<file path="src/rtl/ips2l_cmd_parser_burst.sv">
// Byte-stream command parser for the UART debug path: decodes single/burst
// read/write frames and drives a one-command-at-a-time access port.
module ips2l_cmd_parser_burst #(
  parameter int ADDR_BYTES  = 3,
  parameter int DATA_BYTES  = 4,
  parameter int TIMEOUT_CYC = 65535,
  localparam int AW = 8 * ADDR_BYTES,
  localparam int DW = 8 * DATA_BYTES
) (
  input  logic          clk,
  input  logic          rst_n,
  input  logic [7:0]    fifo_data,
  input  logic          fifo_data_valid,
  output logic          fifo_data_req,
  output logic [AW-1:0] addr,
  output logic [DW-1:0] data,
  output logic          we,
  output logic          cmd_en,
  input  logic          cmd_done,
  output logic          busy,
  output logic          err_timeout
);

  localparam logic [2:0] S_IDLE = 3'd0;
  localparam logic [2:0] S_ADDR = 3'd1;
  localparam logic [2:0] S_LEN  = 3'd2;
  localparam logic [2:0] S_DATA = 3'd3;
  localparam logic [2:0] S_CMD  = 3'd4;
  localparam logic [2:0] S_WAIT = 3'd5;

  localparam logic [23:0] TMO_LIM   = 24'(TIMEOUT_CYC);
  localparam logic [2:0]  ADDR_LAST = 3'(ADDR_BYTES - 1);
  localparam logic [2:0]  DATA_LAST = 3'(DATA_BYTES - 1);

  logic [2:0]    state_q, state_d;
  logic [AW-1:0] addr_q, addr_d;
  logic [DW-1:0] data_q, data_d;
  logic [2:0]    bcnt_q, bcnt_d;
  logic [7:0]    len_q, len_d;
  logic          wr_q, wr_d;
  logic          burst_q, burst_d;
  logic [23:0]   tmo_q, tmo_d;
  logic          err_q, err_d;
  logic          in_field;
  logic          accept;

  assign in_field      = (state_q == S_ADDR) || (state_q == S_LEN) || (state_q == S_DATA);
  assign fifo_data_req = fifo_data_valid && ((state_q == S_IDLE) || in_field);
  assign accept        = fifo_data_req;

  assign addr        = addr_q;
  assign data        = data_q;
  assign cmd_en      = (state_q == S_CMD);
  assign we          = (state_q == S_CMD) && wr_q;
  assign busy        = (state_q != S_IDLE);
  assign err_timeout = err_q;

  always_comb begin
    state_d = state_q;
    addr_d  = addr_q;
    data_d  = data_q;
    bcnt_d  = bcnt_q;
    len_d   = len_q;
    wr_d    = wr_q;
    burst_d = burst_q;
    tmo_d   = '0;
    err_d   = 1'b0;
    case (state_q)
      S_IDLE: begin
        // Unknown header bytes are popped and dropped without complaint.
        if (accept) begin
          bcnt_d = '0;
          len_d  = '0;
          case (fifo_data)
            8'h77: begin wr_d = 1'b1; burst_d = 1'b0; state_d = S_ADDR; end
            8'h72: begin wr_d = 1'b0; burst_d = 1'b0; state_d = S_ADDR; end
            8'h57: begin wr_d = 1'b1; burst_d = 1'b1; state_d = S_ADDR; end
            8'h52: begin wr_d = 1'b0; burst_d = 1'b1; state_d = S_ADDR; end
            default: ;
          endcase
        end
      end
      S_ADDR: begin
        if (accept) begin
          for (int k = 0; k < ADDR_BYTES; k++) begin
            if (bcnt_q == 3'(k)) addr_d[8*k +: 8] = fifo_data;
          end
          if (bcnt_q == ADDR_LAST) begin
            bcnt_d  = '0;
            state_d = burst_q ? S_LEN : (wr_q ? S_DATA : S_CMD);
          end else begin
            bcnt_d = bcnt_q + 3'd1;
          end
        end
      end
      S_LEN: begin
        if (accept) begin
          len_d   = fifo_data;
          state_d = wr_q ? S_DATA : S_CMD;
        end
      end
      S_DATA: begin
        if (accept) begin
          for (int k = 0; k < DATA_BYTES; k++) begin
            if (bcnt_q == 3'(k)) data_d[8*k +: 8] = fifo_data;
          end
          if (bcnt_q == DATA_LAST) begin
            bcnt_d  = '0;
            state_d = S_CMD;
          end else begin
            bcnt_d = bcnt_q + 3'd1;
          end
        end
      end
      S_CMD: state_d = S_WAIT;
      S_WAIT: begin
        // len_q holds the number of words still to go after the current one.
        if (cmd_done) begin
          if (len_q != 8'd0) begin
            len_d   = len_q - 8'd1;
            addr_d  = addr_q + AW'(1);
            state_d = wr_q ? S_DATA : S_CMD;
          end else begin
            state_d = S_IDLE;
          end
        end
      end
      default: state_d = S_IDLE;
    endcase
    // Inter-byte timeout only runs while a frame is being collected.
    if (in_field && !fifo_data_valid && (TIMEOUT_CYC != 0)) begin
      if (tmo_q == TMO_LIM - 24'd1) begin
        state_d = S_IDLE;
        err_d   = 1'b1;
      end else begin
        tmo_d = tmo_q + 24'd1;
      end
    end
  end

  always_ff @(posedge clk or negedge rst_n) begin
    if (!rst_n) begin
      state_q <= S_IDLE;
      addr_q  <= '0;
      data_q  <= '0;
      bcnt_q  <= '0;
      len_q   <= '0;
      wr_q    <= 1'b0;
      burst_q <= 1'b0;
      tmo_q   <= '0;
      err_q   <= 1'b0;
    end else begin
      state_q <= state_d;
      addr_q  <= addr_d;
      data_q  <= data_d;
      bcnt_q  <= bcnt_d;
      len_q   <= len_d;
      wr_q    <= wr_d;
      burst_q <= burst_d;
      tmo_q   <= tmo_d;
      err_q   <= err_d;
    end
  end

endmodule

</file>
<file path="config.mk">
export PLATFORM = sky130hd
export DESIGN_NAME = ips2l_cmd_parser_burst
export DESIGN_NICKNAME = d
export VERILOG_FILES = /design/src/rtl/ips2l_cmd_parser_burst.sv
export SDC_FILE = /design/constraint.sdc
export NUM_CORES = 1
export LEC_CHECK = 0
export CORE_ASPECT_RATIO = 1.5
export CORE_UTILIZATION = 40
export DETAILED_ROUTE_END_ITERATION = 12
export PLACE_DENSITY = 0.69
export SLEW_MARGIN = 30
export SYNTH_ARGS = -nofsm -noshare
export SYNTH_HDL_FRONTEND = slang
export SYNTH_SLANG_ARGS = --single-unit
</file>
<file path="constraint.sdc">
create_clock -name clk -period 2.9 [get_ports clk]
set_input_delay 0.58 -clock clk [delete_from_list [all_inputs] [get_ports clk]]
set_output_delay 0.58 -clock clk [all_outputs]
set_load 0.05 [all_outputs]
</file>
==> summary by stage, run 1 <==
Pwr
Combinational cells account for ~44% of the total power. The worst ir drop on vdd is 0.558 mV. The analysis attributes to net switching a power of around 0.0026 W. The proportion of power drawn by flip-flops and latches is approximately 32%.

The internal portion of the total power is between 0.003 and 0.004 W. In this run the static leakage power is 2.62 nW. The total power divided by cell area is 934 mW/mm^2. Net switching is 43.4% of the power. Per report_power, the clock group accounts for 23.3% of the total.

Floorplan
Row generation in the floorplan step produced 50 rows. For this design the top-level I/O count stands at between 70 and 80. In this run the vertical extent of the chip is 140 um. The overall die width is ~94 um. The core region is 0.0124 mm^2.

The initial utilization of the core area, before any placement, comes to about two fifths. The die covers 0.0132 mm^2.

Synth
For this run, the register share of the synthesized area comes to 47.5%. Synthesis inferred 97 register bits. Summed over all instances, the cell type with the most area after synthesis is dfrtp_1. The count of yosys warnings during synthesis is 0. Counting flops with an async set or reset pin after synthesis yields a share of 100%. The cell area that synthesis handed to floorplanning was 0.00511 mm^2.

The synthesized netlist net count is 559. After synthesis, the cell types taking the most area are dfrtp_1 48%, mux2_2 7.1%, nor2_1 5.1%. The average footprint of a synthesized cell is between 9 and 10 um^2. The cell count after synthesis came out at 536. The most instantiated library cell after synthesis is dfrtp_1. Among all flip-flop cells after synthesis, the most frequent one is dfrtp_1. The distinct cell type count of the synthesized netlist is 59. By count the netlist is led by 97 x dfrtp_1, 70 x nor2_1, 39 x nand2_1. The number of synthesized flops with an enable pin is 0.

After synthesis, the largest area contributor takes up 47.5% of total cell area.

Clock network
The clock reaches the later pin of the worst-skew pair after approximately 0.35 ns. The number of setup buffers added after CTS is 0. The number of buffers between clock root and the deepest sink is 2. Hold repair after CTS inserted 0 buffers. The CTS buffer count is 9.

In this run the number of H-tree levels came out at 3. The root buffer cell is clkbuf_16. After clock tree synthesis, the clock-pin slew on the worst setup and hold paths is ~0.080 ns. TritonCTS built the clock tree.

The clock drives 97 sinks. Post-CTS repair changed the size of 0 cells.

Hold path
The type of the worst min-delay path is in2async.

STA
Based on the critical path, the design can be clocked at up to ~0.37 GHz. Setup repair after global routing left no endpoint under its margin. Measured against its own limit, the worst slew margin works out to 47.3%. The transition time at the pin with the least slew margin is 0.790 ns.

The clock skew is 0.0128 ns. Across all setup checks in the final design, the least slack found is a little over 0.2 ns. The worst path uses just over 90% of the clock period. The final count of hold timing violations is 0. The final-report max-slew violation count is 0. The smallest clock period supported by the final layout is computed as 2.69 ns. Summed over all failing endpoints, the final setup total negative slack is 0 ns.

Setup violations remaining at the end of the flow were counted as 0.

Placement
The count of port buffers added during placement is 72. At the end of routability-driven placement, the weighted congestion stood at roughly 0.91. The post-placement worst setup slack is 0.228 ns. The detailed-placement wirelength estimate is between 9 and 10 mm.

Global routing
The number of antenna violations at the first check in global routing was 0. The wire length of the first global-routing pass is approximately 22 mm. The all-layer global routing usage is 21.4%.

The number of global-route vias before repair is between 4,000 and 5,000. Entering global routing, the biggest net connects slightly below 60 pins. Global routing finished with a remaining overflow of 0.

Route
After detailed routing, the total wire length is 13.5 mm. The routed length per instance is roughly 18 um. Summing over every cut layer, the via total after detailed routing is 4,510.

The number of vias per cell is 5.86. The remaining design rule violation count is 0. In this run, the number of DRC markers left after iteration 0 of detailed routing was 388. Before antenna repair, the detailed router went through 6 iterations. The detail route stage leaves a number of antenna-violating nets equal to 0.

Status
The flow ran to the end, and the final reports show no timing, DRC or antenna violations.

Setup path
The largest fanout of any net on the critical path is 12. The type of the setup path with the least slack is reg2out. Data on the critical path arrives at its endpoint at 2.11 ns. STA puts the critical path data required time at ~2.3 ns. The worst setup path is launched from a flop. The worst setup path is captured at an output port.

Finish
After filler insertion, the fill cell instance count of the layout stands at ~1,100. Across the whole layout, storage elements account for approximately 0.0024 mm^2. The post-route netlist has between 10% and 20% of its cells at a drive strength greater than 1. 0 antenna diodes ended up in the layout. The final layout contains 632 nets. The area of the multi-input gates is 0.00250 mm^2.

Compared with the post-synthesis result, the final layout area differs by 25.3%.

Job
Across the run, the number of max-cap violations was 0.
## logic make-up (layout without fill, tap and decap cells)
group	Yosys count	in the layout	share of synthesized area, %
compound gates	116	116	14.2
xor+xnor	23	23	3.94
fa+ha+maj	11	11	2.69
buf+inv	42	120	3.53
flops	97	97	47.5
mux	34	34	7.45
simple gates	213	213	20.7
## routing by layer
metal	part of all wire [%]	wire length [um]	global-route usage, %
met1	41	5590	27.6
met2	49	6660	34.6
met5	0	0	0
met3	6.3	846	3.31
met4	3.2	434	10.0
## registers in the layout, indices dropped and copies added, names as in the netlist
signal,count
burst_q,1
addr,24
err_timeout,1
data,32
tmo_q,24
bcnt_q,3
state_q,3
wr_q,1
len_q,8
## area by class of cell
cell class	instances	area share (%)
flip-flops and latches	97	37.9
multi-input cells	397	39.1
well taps	156	3.05
clock inverters	7	1.95
inverters	14	0.821
repair buffers	90	13.7
clock buffers	9	3.52
## critical path: stages, from the launching register on
cell,delay (ns)
dfrtp_1,0.52
nor2_1,0.25
and3_1,0.19
clkdlybuf4s50_1,0.81
## cells in the final DEF, fill, tap and decap left out, drive strengths merged, types with 8 or more instances in the layout
| cell type | n |
|---|---|
| nor4 | 10 |
| nor3 | 25 |
| a21oi | 31 |
| xor2 | 14 |
| inv | 16 |
| ha | 11 |
| buf | 20 |
| mux2 | 32 |
| clkdlybuf4s50 | 70 |
| nor2 | 71 |
| clkbuf | 9 |
| dfrtp | 97 |
| nand2 | 39 |
| nand4 | 13 |
| nand3 | 17 |
| xnor2 | 9 |
| o21ai | 34 |
| o22ai | 8 |
## stage by stage
stage	cells	area (um^2)	total power [W]	hold slack (ns)	util [%]
6_report	770	6400	0.00598	0.316	51.4
5_1_grt	770	6400	0.00631	0.379	51.4
4_1_cts	770	6400	0.00599	0.347	51.4
3_5_place_dp	754	6050	0.00458	0.496	48.6
3_3_place_gp	754	6050	0.00451	0.491	48.6
2_1_floorplan	536	5110	0.00376	0.284	-
## path summary, 6_finish.rpt
path / cells after the start / slack [ns] / start / end
min in group clk: 1 / 0.51 / data[10]$_DFFE_PN0P_ / data[10]$_DFFE_PN0P_
max: 3 / 0.21 / state_q[0]$_DFF_PN0_ / we
max reg2reg: 5 / 0.51 / len_q[4]$_DFFE_PN0P_ / state_q[1]$_DFF_PN0_
min: 1 / 0.32 / rst_n / addr[16]$_DFFE_PN0P_
min reg2reg: 1 / 0.51 / data[10]$_DFFE_PN0P_ / data[10]$_DFFE_PN0P_
max in group asynchronous: 2 / 1.91 / rst_n / len_q[6]$_DFFE_PN0P_
## power groups by stage
stage	combinational [W]	clock, W	sequential (W)
3_3_place_gp	0.00257	0	0.00194
6_report	0.00265	0.00139	0.00194
2_1_floorplan	0.00133	0	0.00243
5_1_grt	0.00286	0.00146	0.00198
4_1_cts	0.00264	0.00142	0.00193
3_5_place_dp	0.00262	0	0.00195
No activity file was read; power rests on OpenSTA's default activity.
==> run 2, diff against run 1 <==
- CTS_CLUSTER_SIZE: unset -> 20
==> results of run 2 <==
The final DEF is identical to that of run 1; final timing and power are the same.
==> run 3, diff against run 2 <==
- PLACE_DENSITY: 0.69 -> unset
- PLACE_DENSITY_LB_ADDON: unset -> 0.3
==> run 3 against run 2 <==
  * Clock power fell by 9%
  * Global-route usage rose by 1.5 points
  * Design area fell by 0.49%
  * Final cell count rose by 0.13%
  * Count of clock-buffer cells in the layout rose by 1
  * Largest power group unchanged
  * Non-clock buffer count rose by 1
==> summary by stage, run 3 (synthesized netlist as in run 1, its figures left out) <==
Setup path
The endpoint arrival time on the critical path was 2.13 ns (+0.02 ns). The type of destination of the critical path is an output port. The signal on the critical path passes through nor2_1 -> and3_1 -> clkdlybuf4s50_1. The worst setup path is launched from a flop. The delay of the slowest critical-path stage is 0.81 ns (about the same). The sum of buffers and inverters on the critical path is 1 (unchanged). The worst-path cell with the longest stage delay is clkdlybuf4s50_1. The required time of the critical path is 2.32 ns (about the same). The category of cells accounting for the largest share of critical-path delay is buffers and inverters. The largest fanout of any net on the critical path is 8 (-4).

By startpoint and endpoint, the worst setup path is classified as reg2out.

Finish
In the layout the commonest cells are 97 x dfrtp_1, 70 x nor2_1, 70 x clkdlybuf4s50_1. The number of flip-flops under the largest register name is 32 (unchanged). The ratio of cells with drive above 1 in the final layout is 12.8% (+0.14 points). The number of filler cells placed in the layout is 1,175 (+5.4%).

The area growth from synthesis to layout is 24.7%. The diode insertion count for antenna repair is 0 (unchanged). The number of nets in the finished design is 633 (+0.16%). The most common library cell in the layout ignoring fill and taps is dfrtp_1.

Floorplan
The die height was 140 um (unchanged). The placement row count is 50 (unchanged). The starting utilization of the core area is 41.0% (unchanged).

The die footprint is 0.0132 mm^2 (unchanged). The overall die width is 94.3 um (unchanged). The core footprint is 0.0124 mm^2 (unchanged). The total I/O pin count came to 73 (unchanged).

Clock network
The setup fix buffers added after clock tree synthesis is 0 (unchanged). The total of hold buffers inserted after clock tree synthesis was 0 (unchanged). The register clock-pin slew on the reported worst setup and hold paths is 0.07 ns (about the same). The number of levels the H-tree was split into is 3 (unchanged). The clock tree from TritonCTS is yes. The number of sinks handled by clock tree synthesis is 97 (unchanged).

The tree is rooted in a clkbuf_16. The number of buffers between clock root and the deepest sink is 2 (unchanged). The latest clock arrival within the worst-skew pair is 0.36 ns (about the same). The CTS buffer count was 9 (unchanged). The post-cts gate resize count is 0 (unchanged).

Pwr
The total internal power is 0.00324 W (-4.1%). The total power divided by cell area is 920 mW/mm^2 (-1.5%). The proportion of power drawn by flip-flops and latches was 32.7% (+0.3 points). The switching power share of the total is 44.7% (+1.2 points). The static leakage power came to 2.62 nW (-0.17%). The net switching power figure was 0.00262 W (+0.82%).

The worst ir drop on vdd is 0.409 mV (-27%). The share of total power in the clock network was 21.5% (-1.8 points). The logic gate share of total power is 45.7% (+1.4 points).

STA
The time the final worst path needs with I/O delays and setup is 2.71 ns (+0.0147 ns). The sum of negative setup slack was 0 ns (unchanged). The transition time at the pin with the least slew margin is 0.740 ns (-0.0500 ns). Setup repair after global routing left no endpoint under its margin. The clock skew is 0.0118 ns (-0.000974 ns). The final count of hold timing violations was 0 (unchanged). The post-route worst setup slack is 0.192 ns (-0.0147 ns). The setup-violating endpoint count in the final report was 0 (unchanged). The share of the clock period used by the worst path is 93.4% (+0.51 points).

The peak clock frequency supported by timing is 0.369 GHz (-0.54%). The tightest slew margin relative to the limit came to 50.2% (+2.9 points). The final-report max-slew violation count was 0 (unchanged).

Route
The starting DRC count in detailed routing came to 308 (-21%). The via count of the routed design is 4,519 (+0.20%). The overall routed net length is 14.1 mm (+4.2%).

The remaining design rule violation count came to 0 (unchanged). The final antenna-violating net count is 0 (unchanged). The routed length per instance came to 18.3 um (+4.0%). The length of the first detailed-routing pass in iterations is 5 (-1). The number of vias per cell is 5.86 (about the same).

Hold path
The path class of the tightest hold or removal check is in2async.

Placement
The final RePlAce weighted congestion came to 0.908 (+0.14%). The count of port buffers added during placement is 72 (unchanged). The detailed-placement wirelength estimate is 10.1 mm (+6.9%). The post-placement worst setup slack is 0.372 ns (+0.144 ns).

Global routing
The wire length of the first global-routing pass is 23.2 mm (+4.3%). The pin count of the biggest net entering global routing is 52 (-10%). The remaining global-route overflow is 0 (unchanged). The number of global-route vias before repair is 4,505 (+3.1%). The all-layer global routing usage is 22.9% (+1.5 points). The number of antenna violations at the first check in global routing is 0 (unchanged).

Status
The run finished with clean final reports.

Job
The max-cap check violation count is 0 (unchanged).
-- run 3: worst register-to-register path: stages (launching register included) --
cell      delay, ns
dfrtp_1        0.43
or4_4          0.57
o311a_1        0.49
or2_1          0.37
a222oi_1       0.31
nor2_1         0.08
-- run 3: worst paths after layout --
kind,from,slack [ns],cells past startpoint,endpoint
max,state_q[1]$_DFF_PN0_,0.19,3,we
min,rst_n,0.28,1,addr[6]$_DFFE_PN0P_
max reg2reg,len_q[4]$_DFFE_PN0P_,0.54,5,state_q[1]$_DFF_PN0_
min reg2reg,data[27]$_DFFE_PN0P_,0.51,1,data[27]$_DFFE_PN0P_
max in group asynchronous,rst_n,1.92,2,tmo_q[10]$_DFF_PN0_
min in group clk,data[27]$_DFFE_PN0P_,0.51,1,data[27]$_DFFE_PN0P_
-- run 3: area by class of cell --
type,instances,area (um^2),area share (%)
Multi-Input combinational cell,397,2500,39.3
Sequential cell,97,2430,38.1
Clock buffer,10,239,3.75
Timing Repair Buffer,91,883,13.9
Tap cell,156,195,3.06
Clock inverter,6,72.6,1.14
Inverter,14,52.6,0.825
-- run 3: power groups by stage --
stage / clock network (W) / registers [W] / logic (W)
final: 0.00126 / 0.00192 / 0.00268
after global routing: 0.00134 / 0.00196 / 0.00291
after CTS: 0.00128 / 0.00191 / 0.00267
after detailed placement: 0 / 0.00194 / 0.00266
after global placement: 0 / 0.00192 / 0.00261
after floorplan: 0 / 0.00243 / 0.00133
-- run 3: layer usage --
layer	part of all wire [%]	track usage, %	up-vias	wire length (um)
li1	-	-	2086	-
met1	38	26.1	2235	5340
met2	53	40.0	163	7450
met4	3.4	11.5	0	474
met3	5.9	4.23	35	834
met5	0	0	-	0
-- run 3: through the flow --
step,utilization [%],instance area (um^2),cells,hold slack (ns),power (W)
floorplan,-,5110,536,0.284,0.00376
global placement,48.7,6060,755,0.491,0.00453
detailed placement,48.7,6060,755,0.494,0.00460
CTS,51.2,6370,771,0.301,0.00587
global route,51.2,6370,771,0.340,0.00620
finish,51.2,6370,771,0.279,0.00586
